File: src/rtl/sgd_update_sequencer.sv
// Time-multiplexed SGD update: walks the parameter/gradient memory once per start,
// writing param - (lr*grad)[23:8] back in place through a single multiply-subtract path.
module sgd_update_sequencer #(
    parameter int unsigned NUM_PARAMS = 13,
    parameter int unsigned ADDR_W     = 4
) (
    input  logic              clk,
    input  logic              rst,
    input  logic              start,
    input  logic [15:0]       lr,
    output logic              busy,
    output logic              done,
    output logic              rd_en,
    output logic [ADDR_W-1:0] rd_addr,
    input  logic [15:0]       p_rdata,
    input  logic [15:0]       g_rdata,
    output logic              wr_en,
    output logic [ADDR_W-1:0] wr_addr,
    output logic [15:0]       wr_data,
    output logic [15:0]       pass_count
);

    localparam logic [ADDR_W-1:0] LAST_ADDR = ADDR_W'(NUM_PARAMS - 1);

    typedef enum logic [1:0] {
        IDLE,
        RUN,
        DRAIN,
        FINISH
    } state_t;

    state_t              state_q;
    logic [15:0]         lr_q;
    logic                busy_q;
    logic                done_q;
    logic                rd_en_q;
    logic [ADDR_W-1:0]   rd_addr_q;
    logic                dvalid_q;
    logic [ADDR_W-1:0]   daddr_q;
    logic                wr_en_q;
    logic [ADDR_W-1:0]   wr_addr_q;
    logic [15:0]         wr_data_q;
    logic [15:0]         pass_cnt_q;

    logic signed [31:0]  prod;
    logic [15:0]         wr_data_d;

    // Arithmetic shift then truncate keeps bits [23:8], i.e. floor division by 256.
    always_comb begin
        prod      = 32'($signed(lr_q)) * 32'($signed(g_rdata));
        wr_data_d = p_rdata - 16'(prod >>> 8);
    end

    always_ff @(posedge clk) begin
        if (rst) begin
            state_q    <= IDLE;
            lr_q       <= '0;
            busy_q     <= 1'b0;
            done_q     <= 1'b0;
            rd_en_q    <= 1'b0;
            rd_addr_q  <= '0;
            dvalid_q   <= 1'b0;
            daddr_q    <= '0;
            wr_en_q    <= 1'b0;
            wr_addr_q  <= '0;
            wr_data_q  <= '0;
            pass_cnt_q <= '0;
        end else begin
            done_q   <= 1'b0;
            dvalid_q <= rd_en_q;
            wr_en_q  <= dvalid_q;
            if (rd_en_q) begin
                daddr_q <= rd_addr_q;
            end
            if (dvalid_q) begin
                wr_addr_q <= daddr_q;
                wr_data_q <= wr_data_d;
            end

            case (state_q)
                IDLE: begin
                    if (start) begin
                        state_q   <= RUN;
                        lr_q      <= lr;
                        busy_q    <= 1'b1;
                        rd_en_q   <= 1'b1;
                        rd_addr_q <= '0;
                    end
                end
                RUN: begin
                    if (rd_addr_q == LAST_ADDR) begin
                        rd_en_q <= 1'b0;
                        state_q <= DRAIN;
                    end else begin
                        rd_addr_q <= rd_addr_q + ADDR_W'(1);
                    end
                end
                DRAIN: begin
                    if (wr_en_q && (wr_addr_q == LAST_ADDR)) begin
                        state_q    <= FINISH;
                        busy_q     <= 1'b0;
                        done_q     <= 1'b1;
                        pass_cnt_q <= pass_cnt_q + 16'd1;
                    end
                end
                FINISH: begin
                    state_q <= IDLE;
                end
                default: begin
                    state_q <= IDLE;
                end
            endcase
        end
    end

    assign busy       = busy_q;
    assign done       = done_q;
    assign rd_en      = rd_en_q;
    assign rd_addr    = rd_addr_q;
    assign wr_en      = wr_en_q;
    assign wr_addr    = wr_addr_q;
    assign wr_data    = wr_data_q;
    assign pass_count = pass_cnt_q;

endmodule
File: config.mk
export PLATFORM = sky130hd
export DESIGN_NAME = sgd_update_sequencer
export DESIGN_NICKNAME = d
export VERILOG_FILES = /design/src/rtl/sgd_update_sequencer.sv
export SDC_FILE = /design/constraint.sdc
export NUM_CORES = 1
export LEC_CHECK = 0
export CORE_MARGIN = 2
export CORE_UTILIZATION = 61
export CTS_CLUSTER_SIZE = 10
export DETAILED_ROUTE_END_ITERATION = 7
export GPL_ROUTABILITY_DRIVEN = 0
export GPL_TIMING_DRIVEN = 0
export PLACE_DENSITY = 0.94
export REMOVE_ABC_BUFFERS = 1
export SKIP_CTS_REPAIR_TIMING = 1
export SLEW_MARGIN = 25
export SYNTH_ARGS = -nofsm -noshare
export SYNTH_HDL_FRONTEND = slang
export SYNTH_SLANG_ARGS = --single-unit
export TNS_END_PERCENT = 1
File: constraint.sdc
create_clock -name clk -period 9.15 [get_ports clk]
set_input_delay 0.915 -clock clk [delete_from_list [all_inputs] [get_ports clk]]
set_output_delay 0.915 -clock clk [all_outputs]
set_load 0.02 [all_outputs]
### Word level (Yosys, flattened, before mapping)

Cells that the tools add are included.

* bits in latches: 0
* output and inout port bits: 44
* memory bits (read-only): 0
* bits of input ports: 51
* RAM bits: 0
* logic and storage cells: 50
* memories kept: 0
* register bits after elaboration: 67

* div/mod/pow operators: 0
* shift-type cells: 0
* bitwise logic cells: 1
* order comparisons: 0
* reductions and logical operators: 11
* multiply operators: 1
* add/sub/neg operators: 3
* equality and inequality tests: 9
* muxes and demuxes: 13

Operator list (number)
* multiplier 16 x 16 -> 24 bit: 1
* adder 16 x 1 -> 16 bit (second input constant): 1
* subtractor 16 bit: 1
* AND reduction 3 bit: 4
* equality test 4 bit (second input constant): 2
* 2-to-1 mux 4 bit: 2
* inequality test 2 bit (second input constant): 4
* case mux 2 bit (4 select lines): 1
* case mux 4 bit (2 select lines): 1
* 2-to-1 mux 2 bit: 3
* adder 4 x 1 -> 4 bit (second input constant): 1
* equality test 2 bit (second input constant): 2
* 2-to-1 mux 1 bit: 4
* case mux 1 bit (2 select lines): 2
* AND reduction 2 bit: 2
* nonzero test 2 bit: 2
* equality test 2 x 1 -> 1 bit (second input constant): 1
* zero test 2 bit: 1
* OR reduction 2 bit: 1
* logical AND 1 bit: 1
* inverter 1 bit: 1

### Longest topological paths before layout

* depth in word-level cells: 4
* mapped depth: 32
* mapped depth without buffers: 31

### Worst setup path before layout

Ideal clock, no wire load.

* path type: input -> register
* from: in g_rdata[7]
* to: reg wr_data_q[15], in the netlist wr_data[15]
* library setup time: 0.128 ns
* stages on the path: 30
* path slack: 1.405 ns
* arrival time: 7.617 ns
* path buffers: 2
* data required time: 9.022 ns
* cell sequence: clkbuf_1 > clkbuf_1 > nand2_1 > fa_1 > inv_1 > fa_1 > inv_1 > fa_1 > inv_1 > fa_1 > fa_1 > inv_1 > fa_1 > inv_1 > ha_1 > or3_1 > o21ai_0 > a21oi_1 > a2111o_1 > a31oi_4 > nor2b_2 > o21a_1 > or2_1 > ha_1 > a21oi_1 > o21ai_0 > a31oi_1 > xnor2_1 > mux2i_1 > nor2_1

* word-level cells in the longest chain between the ends: 2

Ends and longest elaborated chain
* from (decl): RTL line 16 `input logic [15:0] g_rdata,`
* multiplier 16 x 16 -> 24 bit: RTL line 50 `prod = 32'($signed(lr_q)) * 32'($signed(g_rdata));`
* subtractor 16 bit: RTL line 51 `wr_data_d = p_rdata - 16'(prod >>> 8);`
* to (signal assigned): RTL line 77 `wr_data_q <= wr_data_d;`
* to (decl): RTL line 42 `logic [15:0] wr_data_q;`

Every way passes these cells.
A chain may end at the register's enable or synchronous reset.

### Worst setup path after layout

Same ends and word-level chain as after synthesis.

==> flow_summary.toml <==
[outcome]
outcome = "complete, no violations"

[grt]
grt_pass1_wl_um = 44770
antenna_found_initial = 1
grt_overflow_total = 0
first_global_vias = 9491
grt_max_degree = 67
grtUsageTotal = 0.3108

[cells_and_area]
layout-drive-gt1-share = 0.01881
syn_to_final_growth_pct = 12.61
final_util = 0.6974
final_nets = 1602

[yosys]
synthAdderAreaFrac = 0.4618
synthMuxAreaShare = 0.01605
syn_avg_cell_area_um2 = 8.732
synth_xor_area_frac = 0.05335
synth_area_leaders = "fa_1 (35%), dfxtp_1 (13%), ha_1 (11%), inv_1 (9.0%), and2_1 (6.3%)"
synth-edff-count = 0
syn_area_mm2 = 0.01060
synth_top_family_by_area = "adder cells"
ys_types = 54
synth-simple-area-share = 0.1793
synth_top_area_frac = 0.3532
synthCells = 1214
yosys.area.top_type = "fa_1"
async_flop_share = 0
ys.flop_type = "dfxtp_1"
seq_area_frac_synth = 0.1265
synth_compound_area_frac = 0.05654
yosys_register_bits = 67
ys_warn_count = 0

[timing]
period_share = 0.9430
rsz0062_at_grt = "false"
fin_crit_ns = 8.628
slew_headroom = 0.3776
slew_viol_final = 0
setup_violations = 0
finalSetupTns_ns = 0
fin_worst_skew_ns = 0.01131
fmax_ghz = 0.1159
max_slew.worst_pin.slew_ns = 0.9323
hold_violations = 0

[clocking]
clockBufferDepth = 2
clkTransAtPathRegs_ns = 0.06
root_buffer = "clkbuf_16"
cts.sinks = 67
worstSkewPairLatency_ns = 0.33
cts_buffers = 9
htree_levels = 3
cts_tree = "yes"

[die]
fp.dieW_um = 135.8
ios = 95
start_util = 0.6193
die_h_um = 135.8
rows = 48
core_area_mm2 = 0.01712
fp.dieArea_mm2 = 0.01845

[routing]
wl_um = 26850
antenna_left = 0
vias_per_cell = 5.630
post_drt_wl_per_cell_um = 17.88
vias = 8456
drt_iter0_drc = 491
drc_errors = 0
firstDrtPassIters = 7

[worst_setup_path]
required_ns = 9.34
cp-end-kind = "flip-flop"
crit_type = "in -> reg"
r2r-start = "lr_q[6]"
crit_start = "g_rdata[7]"
crit_top_cell = "fa_1"
r2r_end = "wr_data[15]"
worst-path-max-fanout = 17
cp-start-kind = "input pin"
r2r_cells = 29
crit_slowest_cell = "clkdlybuf4s50_1"
max_stage_delay_ns = 1.03
arrival_ns = 8.82
reg2reg_slack_ns = 1.27

[min_path]
hold_end = "wr_data[5]"
worst_hold_path_type = "reg -> reg"
hold_path.startpoint = "wr_data[5]"
worstHoldPathCells = 2

[place]
dp_hpwl_um = 20210
io_buffers = 94

[job]
maxCapViolCount = 0
critical path, delay by kind of cell:
| family | cells | cell delay [ns] |
|---|---|---|
| buf+inv | 6 | 1.28 |
| xor+xnor | 1 | 0.15 |
| fa+ha+maj | 8 | 3.69 |
| compound gates | 7 | 1.63 |
| simple gates | 6 | 0.98 |
| mux | 1 | 0.15 |
through the flow:
| stage | hold slack, ns | std cells | setup WS, ns | instance area [um^2] |
|---|---|---|---|---|
| after floorplan | 0.4601 | 1167 | 1.945 | 10420 |
| after global placement | 0.4515 | 1486 | 0.4354 | 11640 |
| after detailed placement | 0.4558 | 1486 | 0.2247 | 11640 |
| after CTS | 0.4771 | 1501 | 0.5349 | 11930 |
| after global routing | 0.5025 | 1502 | 0.1758 | 11940 |
| final | 0.4839 | 1502 | 0.5219 | 11940 |
synth_stat cells (9+ instances only):
| cell type | number |
|---|---|
| ha_1 | 92 |
| nand3_1 | 14 |
| o21ai_0 | 9 |
| mux2i_1 | 17 |
| a21oi_1 | 33 |
| clkbuf_1 | 43 |
| xnor2_1 | 36 |
| inv_1 | 253 |
| fa_1 | 187 |
| dfxtp_1 | 67 |
| nor3_1 | 9 |
| xor2_1 | 26 |
| and2_1 | 106 |
| nor2_1 | 72 |
| nand2_1 | 162 |
metal layers:
metal / wire [um] / track usage
met4: 1526 / 0.1748
met5: 0 / 0
met1: 9526 / 0.3486
met3: 1954 / 0.06078
met2: 13840 / 0.5533
state kept, by name, indices dropped and copies added (netlist names):
register	count
rd_en	1
wr_data	16
busy	1
daddr_q	4
pass_count	16
rd_addr	4
wr_en	1
wr_addr	4
done	1
lr_q	16
dvalid_q	1
state_q	2
cells in the final DEF (no fill, tap or decap), drive strengths merged, types with 2 or more instances in the layout:
master and n:
inv 253, a2111o 3, and3 4, o21bai 5, or3 4, nand4 6
mux2i 17, and4 3, nor2b 6, a31oi 6, nand2b 8, dfxtp 67
and2 108, xor2 26, o31ai 2, clkbuf 10, nor3 9, fa 187
o21a 5, ha 92, a211oi 3, a21oi 33, a21o 8, nand3 14
clkdlybuf4s50 93, clkinv 4, nand2 162, o21ai 10, nor2 73, xnor2 36
cell type report:
cell class	count	area, um^2
antenna	1	2.502
clock buffer	10	239.0
clock inverter	5	53.80
fill	1189	5180
inverter	253	949.7
multi-input combinational	847	8130
sequential	67	1341
tap	225	281.5
timing repair buffer	94	938.4
kinds of logic after synthesis:
kind of cell,after synthesis
AOI/OAI and AO/OA,88
xor gates and xnor gates,63
adders and majority gates,279
buffers and inverters,300
DFF,67
muxes,17
and+or+nand+nor,400
how the worst max path moves through the flow:
stage | endpoint | slack [ns] | depth (start not counted)
after floorplan | wr_data[15] | 1.95 | 27
after global placement | wr_data[15] | 0.44 | 29
after detailed placement | wr_data[15] | 0.22 | 29
after CTS | wr_data[15] | 0.53 | 29
after global routing | wr_data[15] | 0.18 | 29
final | wr_data[15] | 0.52 | 29
Power is not shown: default switching activity piles up to over one toggle a cycle in this logic, so the estimate is an artifact.
